--- src/rtl/serdes_link_tester.sv ---
// Multi-lane SerDes bring-up pattern generator (training + fixed/counter/PRBS7/external payload) and locking checker.
// Optional macro SERDES_LINK_TESTER_ERR_INJECT_EN adds an inject_err input that flips bit 0 of one payload word.
module serdes_link_tester #(
    parameter int                    LANES         = 1,
    parameter int                    DATA_WIDTH    = 8,
    parameter logic [DATA_WIDTH-1:0] TRAIN_PATTERN = 8'hA6,
    parameter int                    TRAIN_CYCLES  = 16,
    parameter int                    LOCK_MATCHES  = 4,
    parameter int                    ERR_CNT_WIDTH = 16
) (
    input  logic                           clk,
    input  logic                           rst,
    input  logic                           enable,
    input  logic [1:0]                     mode,
    input  logic [LANES*DATA_WIDTH-1:0]    ext_data,
    output logic [LANES*DATA_WIDTH-1:0]    tx_data,
    output logic                           tx_training,
    input  logic [LANES*DATA_WIDTH-1:0]    rx_data,
    input  logic [LANES-1:0]               rx_align_done,
    input  logic                           clear_err,
`ifdef SERDES_LINK_TESTER_ERR_INJECT_EN
    input  logic                           inject_err,
`endif
    output logic [LANES-1:0]               lane_locked,
    output logic [LANES-1:0]               err_flag,
    output logic [LANES*ERR_CNT_WIDTH-1:0] err_cnt
);

    localparam int W   = LANES * DATA_WIDTH;
    localparam int TCW = $clog2(TRAIN_CYCLES + 1);
    localparam int LCW = $clog2(LOCK_MATCHES + 1);
    localparam logic [6:0] PRBS_SEED = 7'h7F;

    // Advances the PRBS7 register by one word; returns {next_state, word}, first bit in the MSB.
    function automatic logic [DATA_WIDTH+6:0] prbs_gen(input logic [6:0] s_in);
        logic [6:0]            s;
        logic [DATA_WIDTH-1:0] w;
        logic                  fb;
        s = s_in;
        w = '0;
        for (int k = 0; k < DATA_WIDTH; k++) begin
            fb = s[6] ^ s[5];
            s  = {s[5:0], fb};
            w[DATA_WIDTH-1-k] = fb;
        end
        return {s, w};
    endfunction

    function automatic logic [W-1:0] cnt_seed();
        logic [W-1:0] v;
        v = '0;
        for (int i = 0; i < LANES; i++) v[i*DATA_WIDTH +: DATA_WIDTH] = DATA_WIDTH'(i);
        return v;
    endfunction

    typedef enum logic [1:0] {TX_IDLE, TX_TRAIN, TX_PAYLOAD} tx_state_t;
    typedef enum logic [1:0] {RX_HUNT, RX_TRAIN_SEEN, RX_CHECK} rx_state_t;

    tx_state_t              tx_state;
    logic [1:0]             mode_q;
    logic [TCW-1:0]         train_cnt;
    logic [6:0]             tx_prbs;
    logic [W-1:0]           tx_cnt;
    logic [W-1:0]           tx_cnt_inc;
    logic [W-1:0]           tx_payload;
    logic [W-1:0]           inj_mask;
    logic [DATA_WIDTH+6:0]  tx_prbs_nxt;

`ifdef SERDES_LINK_TESTER_ERR_INJECT_EN
    always_comb begin
        inj_mask = '0;
        if (inject_err && tx_state == TX_PAYLOAD) begin
            for (int i = 0; i < LANES; i++) inj_mask[i*DATA_WIDTH] = 1'b1;
        end
    end
`else
    assign inj_mask = '0;
`endif

    assign tx_prbs_nxt = prbs_gen(tx_prbs);

    always_comb begin
        tx_payload = '0;
        tx_cnt_inc = '0;
        for (int i = 0; i < LANES; i++) begin
            tx_cnt_inc[i*DATA_WIDTH +: DATA_WIDTH] = tx_cnt[i*DATA_WIDTH +: DATA_WIDTH] + 1'b1;
            case (mode_q)
                2'b00:   tx_payload[i*DATA_WIDTH +: DATA_WIDTH] = TRAIN_PATTERN;
                2'b01:   tx_payload[i*DATA_WIDTH +: DATA_WIDTH] = tx_cnt[i*DATA_WIDTH +: DATA_WIDTH];
                2'b10:   tx_payload[i*DATA_WIDTH +: DATA_WIDTH] = tx_prbs_nxt[DATA_WIDTH-1:0];
                default: tx_payload[i*DATA_WIDTH +: DATA_WIDTH] = ext_data[i*DATA_WIDTH +: DATA_WIDTH];
            endcase
        end
    end

    always_ff @(posedge clk or posedge rst) begin
        if (rst) begin
            tx_state    <= TX_IDLE;
            mode_q      <= 2'b00;
            train_cnt   <= '0;
            tx_prbs     <= PRBS_SEED;
            tx_cnt      <= cnt_seed();
            tx_data     <= '0;
            tx_training <= 1'b0;
        end else if (!enable) begin
            tx_state    <= TX_IDLE;
            train_cnt   <= '0;
            tx_prbs     <= PRBS_SEED;
            tx_cnt      <= cnt_seed();
            tx_data     <= '0;
            tx_training <= 1'b0;
        end else begin
            case (tx_state)
                TX_IDLE: begin
                    mode_q      <= mode;
                    tx_state    <= TX_TRAIN;
                    tx_data     <= {LANES{TRAIN_PATTERN}};
                    tx_training <= 1'b1;
                    train_cnt   <= TCW'(1);
                end
                TX_TRAIN: begin
                    if (train_cnt == TCW'(TRAIN_CYCLES)) begin
                        tx_state    <= TX_PAYLOAD;
                        tx_training <= 1'b0;
                        tx_data     <= tx_payload;
                        tx_prbs     <= tx_prbs_nxt[DATA_WIDTH+6:DATA_WIDTH];
                        tx_cnt      <= tx_cnt_inc;
                    end else begin
                        tx_data   <= {LANES{TRAIN_PATTERN}};
                        train_cnt <= train_cnt + 1'b1;
                    end
                end
                default: begin
                    tx_data <= tx_payload ^ inj_mask;
                    tx_prbs <= tx_prbs_nxt[DATA_WIDTH+6:DATA_WIDTH];
                    tx_cnt  <= tx_cnt_inc;
                end
            endcase
        end
    end

    for (genvar i = 0; i < LANES; i++) begin : g_lane
        rx_state_t              rx_state;
        logic [DATA_WIDTH-1:0]  rx_q;
        logic [DATA_WIDTH-1:0]  rx_cnt;
        logic [6:0]             rx_prbs;
        logic [LCW-1:0]         match_cnt;
        logic [ERR_CNT_WIDTH-1:0] cnt;
        logic                   flag;
        logic                   locked;
        logic [DATA_WIDTH+6:0]  rx_prbs_nxt;
        logic [DATA_WIDTH-1:0]  exp_word;
        logic                   active;
        logic                   mismatch;

        assign active      = enable && rx_align_done[i];
        assign rx_prbs_nxt = prbs_gen(rx_prbs);
        assign exp_word    = (mode_q == 2'b01) ? rx_cnt : rx_prbs_nxt[DATA_WIDTH-1:0];

        always_comb begin
            mismatch = 1'b0;
            if (active) begin
                case (rx_state)
                    RX_TRAIN_SEEN: begin
                        if (mode_q == 2'b00)
                            mismatch = (rx_q != TRAIN_PATTERN);
                        else if (mode_q != 2'b11 && rx_q != TRAIN_PATTERN)
                            mismatch = (rx_q != exp_word);
                    end
                    RX_CHECK: mismatch = (mode_q != 2'b11) && (rx_q != exp_word);
                    default:  mismatch = 1'b0;
                endcase
            end
        end

        always_ff @(posedge clk or posedge rst) begin
            if (rst) rx_q <= '0;
            else     rx_q <= rx_data[i*DATA_WIDTH +: DATA_WIDTH];
        end

        // Generators stay at seed until the first payload word is seen, then step once per word.
        always_ff @(posedge clk or posedge rst) begin
            if (rst) begin
                rx_state  <= RX_HUNT;
                locked    <= 1'b0;
                match_cnt <= '0;
                rx_prbs   <= PRBS_SEED;
                rx_cnt    <= DATA_WIDTH'(i);
            end else if (!active) begin
                rx_state  <= RX_HUNT;
                locked    <= 1'b0;
                match_cnt <= '0;
                rx_prbs   <= PRBS_SEED;
                rx_cnt    <= DATA_WIDTH'(i);
            end else begin
                case (rx_state)
                    RX_HUNT: begin
                        rx_prbs <= PRBS_SEED;
                        rx_cnt  <= DATA_WIDTH'(i);
                        if (rx_q == TRAIN_PATTERN) begin
                            if (match_cnt == LCW'(LOCK_MATCHES - 1)) begin
                                rx_state  <= RX_TRAIN_SEEN;
                                locked    <= 1'b1;
                                match_cnt <= '0;
                            end else begin
                                match_cnt <= match_cnt + 1'b1;
                            end
                        end else begin
                            match_cnt <= '0;
                        end
                    end
                    RX_TRAIN_SEEN: begin
                        if (mode_q != 2'b00 && rx_q != TRAIN_PATTERN) begin
                            rx_state <= RX_CHECK;
                            rx_prbs  <= rx_prbs_nxt[DATA_WIDTH+6:DATA_WIDTH];
                            rx_cnt   <= rx_cnt + 1'b1;
                        end
                    end
                    default: begin
                        rx_prbs <= rx_prbs_nxt[DATA_WIDTH+6:DATA_WIDTH];
                        rx_cnt  <= rx_cnt + 1'b1;
                    end
                endcase
            end
        end

        always_ff @(posedge clk or posedge rst) begin
            if (rst) begin
                cnt  <= '0;
                flag <= 1'b0;
            end else if (clear_err) begin
                cnt  <= '0;
                flag <= 1'b0;
            end else if (mismatch) begin
                flag <= 1'b1;
                if (cnt != '1) cnt <= cnt + 1'b1;
            end
        end

        assign lane_locked[i] = locked;
        assign err_flag[i]    = flag;
        assign err_cnt[i*ERR_CNT_WIDTH +: ERR_CNT_WIDTH] = cnt;
    end

endmodule

--- config.mk ---
export PLATFORM = sky130hd
export DESIGN_NAME = serdes_link_tester
export DESIGN_NICKNAME = d
export VERILOG_FILES = /design/src/rtl/serdes_link_tester.sv
export SDC_FILE = /design/constraint.sdc
export NUM_CORES = 1
export LEC_CHECK = 0
export CORE_ASPECT_RATIO = 0.75
export CORE_UTILIZATION = 30
export CTS_BUF_LIST = sky130_fd_sc_hd__clkbuf_8
export CTS_CLUSTER_SIZE = 14
export DETAILED_ROUTE_END_ITERATION = 10
export GPL_TIMING_DRIVEN = 0
export HOLD_SLACK_MARGIN = 0.1
export PLACE_DENSITY = 0.53
export SLEW_MARGIN = 5
export SYNTH_ARGS = -nofsm -noshare
export SYNTH_HDL_FRONTEND = slang
export SYNTH_SLANG_ARGS = --single-unit
--- constraint.sdc ---
create_clock -name clk -period 3.1 [get_ports clk]
set_input_delay 0.775 -clock clk [delete_from_list [all_inputs] [get_ports clk]]
set_output_delay 0.775 -clock clk [all_outputs]
set_load 0.005 [all_outputs]
; Yosys cells after proc, flatten, opt, wreduce, memory -nomap -nowiden
; Index checks and enable logic that the tools add are counted.
[totals]
regBits = 79
output_inout_bits = 27
elab_cells = 124
[op_classes]
n_addsub = 5
n_eq_ne = 23
mux = 48
n_bitwise = 16
reduce_logical = 17
[op_table]
columns = operator, count
row1 = $mux W8, 7
row2 = $mux W16, 3
row3 = $pmux W8 S2, 3
row4 = $mux W7, 4
row5 = $pmux W7 S2, 2
row6 = $pmux W8 S3, 1
row7 = $add A16 B1 Y16 const B, 1
row8 = $add A8 B1 Y8 const B, 2
row9 = $ne A16 B16 Y1 const B, 1
row10 = $xor A1 B1 Y1, 16
row11 = $ne A3 B3 Y1 const B, 5
row12 = $mux W2, 6
row13 = $mux W3, 4
row14 = $mux W1, 11
row15 = $mux W5, 2
row16 = $pmux W5 S2, 1
row17 = $reduce_and A2 Y1, 5
row18 = $eq A8 B8 Y1 const B, 1
row19 = $ne A8 B8 Y1, 1
row20 = $ne A8 B8 Y1 const B, 1
row21 = $pmux W2 S2, 2
row22 = $eq A2 B1 Y1 const B, 3
row23 = $logic_not A2 Y1, 3
row24 = $ne A2 B1 Y1 const B, 3
row25 = 12 further kinds, 21

; Logic depth before layout (Yosys ltp)
; Gate-level depths: netlist of the first run.
[logic_depth]
word_depth = 10
depth_mapped = 11

; Worst setup path after synthesis of the first run
; Ideal clock, no wire load.
[synth_timing]
kind = register -> register
start = register g_lane[0].rx_state[1]
end = register g_lane[0].cnt[4], in the netlist err_cnt[4]
setup_time_ns = 0.125
arrival_ns = 2.169
required_time_ns = 2.975
setup_slack_ns = 0.806
path_stages_with_launch = 12
path_buffers = 1
synth_period_minus_slack_ns = 2.294
path_cell_list = dfrtp_1 -> inv_1 -> ha_1 -> clkbuf_1 -> nor2_1 -> a21oi_1 -> o21ai_4 -> nor2b_1 -> a32oi_2 -> nand2_2 -> and3_1 -> mux2_4
[synth_via]
elab_chain_len = 5
word_cells_on_any_way = 6
classes_between = eq/ne (2) / mux (2) / reduce/logical (2)
[synth_lines]
columns = item, line
row1 = start: declaration, 143  ; rx_state_t rx_state;
row2 = start signal: assignment, 184  ; rx_state <= RX_HUNT;
row3 = start signal: assignment, 190  ; rx_state <= RX_HUNT;
row4 = start signal: assignment, 202  ; rx_state <= RX_TRAIN_SEEN;
row5 = $eq A2 B2 Y1 or $eq A2 B1 Y1 (tied branches), 163  ; case (rx_state)
row6 = $pmux W1 S2 (*), 163
row7 = $mux W1 (*), 162  ; if (active) begin
row8 = $reduce_bool A2 Y1 (no source line) (*), --
row9 = $reduce_and A2 Y1 (no source line) (*), --
row10 = end signal: assignment, 236  ; if (cnt != '1) cnt <= cnt + 1'b1;
row11 = end: declaration, 148  ; logic [ERR_CNT_WIDTH-1:0] cnt;
; Mark *: on every way between the ends. The rest lies on a longest branch, timed or not.
; A chain may end at the register's enable or synchronous reset.

; Final worst setup path of the first run
; Same ends and word-level chain as after synthesis.

==> results of run 1 <==
## synthesized netlist by cell type (all sizes together) (2+ instances only)
library cell  number
nor2b              9
dfrtp             64
inv                9
o21a               5
o21ai             23
and3              13
dfstp             14
xor2              21
nor3b              4
clkbuf            15
nor4bb             2
a21boi             3
nand2b             3
nor3               3
a31oi              5
nor2              53
o211ai             2
mux2i             14
o22ai              2
nand3             20
xnor2             14
and4b              3
a21oi             23
nor4               2
buf                2
o31ai              5
nand4              7
mux2              10
or2                2
and4               4
and2              10
nand2             27
o22a               3
a22oi              8
ha                 9
## sequential cells by signal, summed over array words and instances, names as in the netlist, 2 cells and up
register	cells
tx_prbs	7
tx_state	2
tx_cnt	8
tx_data	8
err_cnt	16
train_cnt	5
g_lane.rx_q	8
mode_q	2
g_lane.rx_prbs	7
g_lane.rx_cnt	8
g_lane.rx_state	2
g_lane.match_cnt	3
## power by group through the flow
stage,combinational [mW],clock [mW],sequential [mW]
floorplan,0.110,0,1.06
global placement,0.175,0,1.07
detailed placement,0.182,0,1.07
CTS,0.183,0.874,1.05
global route,0.198,0.914,1.05
finish,0.180,0.843,1.05
## cell families after synthesis
group / after synthesis / synth area share, %
xor gates and xnor gates: 35 / 7.44
DFF: 78 / 46.7
adders and majority gates: 9 / 2.67
and+or+nand+nor: 166 / 21.1
muxes: 24 / 6.08
AOI/OAI and AO/OA: 84 / 12.9
buffers and inverters: 28 / 3.14
## metal layers
layer	part of all wire, %	global-route usage (%)	wire, µm
met5	0	0	0
met4	0.22	3.17	22
met3	3.3	3.53	325
met2	45	22.9	4530
met1	51	20.4	5080
## stage by stage
stage	instance area (µm²)	hold WS, ns
finish	5170	0.487
global route	5170	0.518
CTS	5170	0.493
detailed placement	4960	0.478
global placement	4930	0.476
floorplan	4220	0.445
## critical path, delay by kind of cell (launching register included)
kind,cells,cell delay [ns]
multiplexers,1,0.30
adder cells (fa/ha/maj),1,0.14
buffers and inverters,2,0.39
AND/OR/NAND/NOR,4,0.77
flip-flops,1,0.42
AO/OA/AOI/OAI,3,0.50
## path summary, 6_finish.rpt
kind                                   endpoint  slack [ns]                  start  cells past startpoint
max                                  err_cnt[4]        0.45  g_lane[0].rx_state[1]                     11
min                                train_cnt[4]        0.49           train_cnt[4]                      1
max reg2reg                          err_cnt[4]        0.45  g_lane[0].rx_state[1]                     11
min reg2reg                        train_cnt[4]        0.49           train_cnt[4]                      1
max in group asynchronous  g_lane[0].rx_prbs[5]        1.79                    rst                      3
min in group asynchronous            tx_data[4]        0.68                    rst                      2
## cell type report
| cell class | instances | area [µm²] |
|---|---|---|
| repair buffers | 50 | 518 |
| clock buffers | 10 | 138 |
| flip-flops and latches | 78 | 1970 |
| clock inverters | 6 | 78.8 |
| fillers | 1354 | 8530 |
| well taps | 175 | 219 |
| plain buffers | 19 | 98.8 |
| multi-input cells | 318 | 2120 |
| inverters | 9 | 36.3 |
==> impl_metrics.toml, run 1 <==
[pwr]
p_clk_share_pct = 40.7
combPwrFrac_pct = 8.7
switchingPower_uw = 486
p_leak_nw = 2.19
power_mw = 2.07
swShare_pct = 23.5
internal-power_mw = 1.59
p_per_area_nw_per_um2 = 400
power.share.sequential_pct = 50.6
peakVddDrop_mv = 0.256

[synthesis]
synth_top_area_share_pct = 38.0
synth_edf_count = 0
synthTopCellsByArea = "dfrtp_1, dfstp_2, nor2_1, xor2_1, mux2i_1"
yosys_warnings = 0
synth_async_sr_flop_share_pct = 100
synth_top_cell_by_area = "dfrtp_1"
synthFlopType = "dfrtp_1"
synth_area_um2 = 4220
ys_seq_area_share_pct = 46.7
synth_fp_nets = 456
syn_area_per_cell_um2 = 9.95
synth_cells = 424
synth_cell_types = 59
synth_seq_cells = 78

[global_routing]
antenna_found_initial = 0
grt_pass1_wl_um = 16800
grt_pass1_vias = 3314
globalRouteOverflowTotal = 0
grt.total_usage_pct = 14.7
grt_max_degree = 67

[setup_path]
crit_fanout = 9
crit_arrival_ns = 2.88
required_ns = 3.33
critPathLaunchType = "flop"
end_kind = "flop"
crit_chain = "inv_1 > ha_1 > clkbuf_1 > nor2_1 > a21oi_1 > o21ai_4 > nor2b_1 > a32oi_2 > nand2_2 > and3_1 > mux2_4"
critical_path_class = "reg -> reg"
slowest_stage = "dfrtp_1"
max_stage_delay_ns = 0.42

[sta]
fmax_mhz = 377
maxSlewViolCount = 0
rsz0062_at_grt = "false"
relSlewSlack_pct = 58.1
setup-violations-final = 0
tns_ns = 0
skew_ns = 0.00962
finalCritPeriodShare_pct = 85.5
setup_ws_ns = 0.451
hold_violations = 0
post-route-min-period_ns = 2.65
tightest_slew_ns = 0.625

[placed_design]
hpwl_um = 7300
dpl_worst_slack_ns = 0.237
numPortBuffers = 49
place_congestion = 0.785
dp_cells = 649

[floorplanning]
die_x_um = 139
fp.coreArea_um2 = 13700
io_pins = 50
start_util_pct = 30.8
die_h_um = 105
die-area_um2 = 14500
rows = 37

[finish]
diodes = 0
area_delta_synth_final_pct = 22.7
fin_nets = 517
mostFrequentLayoutCells = "dfrtp_1, nor2_1, clkdlybuf4s50_1"
drive_gt1_share_pct = 12.4
layout_commonest_cell = "dfrtp_1"
final_cells = 665
fin_util_pct = 37.8

[clock_tree]
cts_resized = 0
clock_latency_ns = 0.35
post-cts-setup-buffer-count = 0
cts_tree = "yes"
cts_buffers = 9
cts_max_path_buffers = 2
clockRootBuffer = "clkbuf_8"
clk_pin_slew_worst_paths_ns = 0.08
clock_sinks = 78
hold_buffers = 0
htree_levels = 3

[run_status]
status = "finished clean"

[detailed_routing]
post-route-drc-count = 0
vias = 3286
vias_per_cell = 4.94
drt_wl_total_um = 9950
drt_iter0_drc = 194
ant_nets = 0
dr.pass1.iters = 7
routedWlPerCell_um = 15.0

[min_path]
hp-class = "reg -> reg"

[flow_run]
drv_cap = 0
Note: power is estimated with default switching activity, not from simulation.
==> run 2, diff against run 1 <==
Settings changed: HOLD_SLACK_MARGIN 0.1 to unset, RECOVER_POWER set to 100.
==> run 2 against run 1 <==
  * Register-to-register slack got worse by 0.14 ns
  * Die area unchanged
  * Hold slack got worse by 0.00074 ns
  * Clock skew increased by 0.00056 ns
  * Non-clock buffer count unchanged
  * Critical path type unchanged
  * Largest cell class unchanged
  * Largest power group unchanged
==> impl_metrics.toml, run 2 (synthesis results as in run 1) <==
[placed_design]
numPortBuffers = 49
place_congestion = 0.785
hpwl_um = 7300
dpl_worst_slack_ns = 0.237

[global_routing]
antenna_found_initial = 0
grt_pass1_vias = 3314
grt_max_degree = 67
grt.total_usage_pct = 14.7
globalRouteOverflowTotal = 0
grt_pass1_wl_um = 16800

[clock_tree]
cts_max_path_buffers = 2
clockRootBuffer = "clkbuf_8"
cts_tree = "yes"
cts_buffers = 9
htree_levels = 3
clock_sinks = 78
clock_latency_ns = 0.35
clk_pin_slew_worst_paths_ns = 0.08
hold_buffers = 0
post-cts-setup-buffer-count = 0
cts_resized = 0

[sta]
rsz0062_at_grt = "false"
finalCritPeriodShare_pct = 89.9
fmax_mhz = 359
skew_ns = 0.0102
setup-violations-final = 0
hold_violations = 0
tightest_slew_ns = 0.676
relSlewSlack_pct = 54.7
post-route-min-period_ns = 2.79
setup_ws_ns = 0.313
maxSlewViolCount = 0

[detailed_routing]
routedWlPerCell_um = 15.0
drt_iter0_drc = 191
ant_nets = 0
post-route-drc-count = 0
vias = 3286
vias_per_cell = 4.94
drt_wl_total_um = 9970
dr.pass1.iters = 7

[floorplanning]
io_pins = 50
die_x_um = 139
rows = 37
die_h_um = 105
fp.coreArea_um2 = 13700
die-area_um2 = 14500
start_util_pct = 30.8

[finish]
seqCellArea_um2 = 1970
diodes = 0
layout_commonest_cell = "dfrtp_1"
drive_gt1_share_pct = 11.8
multi_input_area_um2 = 2100
fill_cells = 1358
largest_register_ffs = 16
area_delta_synth_final_pct = 22.2
mostFrequentLayoutCells = "dfrtp_1, nor2_1, dlygate4sd3_1"
fin_nets = 517

[pwr]
p_leak_nw = 2.26
p_per_area_nw_per_um2 = 402
peakVddDrop_mv = 0.256
power_mw = 2.07

[setup_path]
required_ns = 3.33
end_kind = "flop"
critical_path_class = "reg -> reg"
crit_arrival_ns = 3.02
critPathLaunchType = "flop"
crit_fanout = 8

[min_path]
hp-class = "reg -> reg"

[run_status]
status = "finished clean"

[flow_run]
drv_cap = 0
-- run 2: cell types whose count changed in the layout (fill, tap and decap cells not counted), moves of 2 or more --
cell / before / now
and2_1: 9 / 7
clkdlybuf4s50_1: 49 / 12
and2_0: 0 / 2
dlygate4sd3_1: 0 / 37
-- run 2: final timing paths --
kind                              startpoint              endpoint  slack [ns]  cells after the start
min reg2reg                     train_cnt[4]          train_cnt[4]        0.49                      1
max reg2reg                g_lane[0].rx_q[4]            err_cnt[4]        0.31                      8
min in group asynchronous                rst            tx_data[0]        0.93                      2
min                             train_cnt[4]          train_cnt[4]        0.49                      1
max in group asynchronous                rst  g_lane[0].rx_prbs[5]        1.41                      3
max                        g_lane[0].rx_q[4]            err_cnt[4]        0.31                      8
-- run 2: where the power goes --
group | switching (mW) | internal [mW]
sequential | 0.0173 | 1.03
combinational | 0.0935 | 0.0821
clock | 0.377 | 0.468
-- run 2: metal layers --
metal	part of all wire, %	GRT usage (%)
met5	0	0
met4	0.22	3.17
met3	4.1	3.53
met2	45	22.9
met1	50	20.4
-- run 2: final cells by class --
cell class | count | area share, %
multi-input cells | 318 | 40.7
flip-flops and latches | 78 | 38.2
repair buffers | 50 | 10.1
well taps | 175 | 4.25
clock buffers | 10 | 2.67
plain buffers | 19 | 1.92
clock inverters | 6 | 1.53
inverters | 9 | 0.680
-- run 2: critical path, cell delays in order (launching register included) --
cell,delay (ns)
dfrtp_1,0.40
nor4bb_1,0.36
nand2_1,0.28
o21ai_0,0.43
nor2b_1,0.18
a32oi_2,0.31
nand2_2,0.19
and3_1,0.23
mux2_1,0.30
-- run 2: through the flow --
stage	setup TNS (ns)	instance area (µm²)	utilization (%)	hold WS [ns]	cells
floorplan	0	4220	-	0.445	424
global placement	-70.82	4930	36.0	0.476	648
detailed placement	0	4960	36.2	0.478	649
CTS	0	5170	37.8	0.493	665
global route	0	5150	37.6	0.518	665
finish	0	5150	37.6	0.486	665
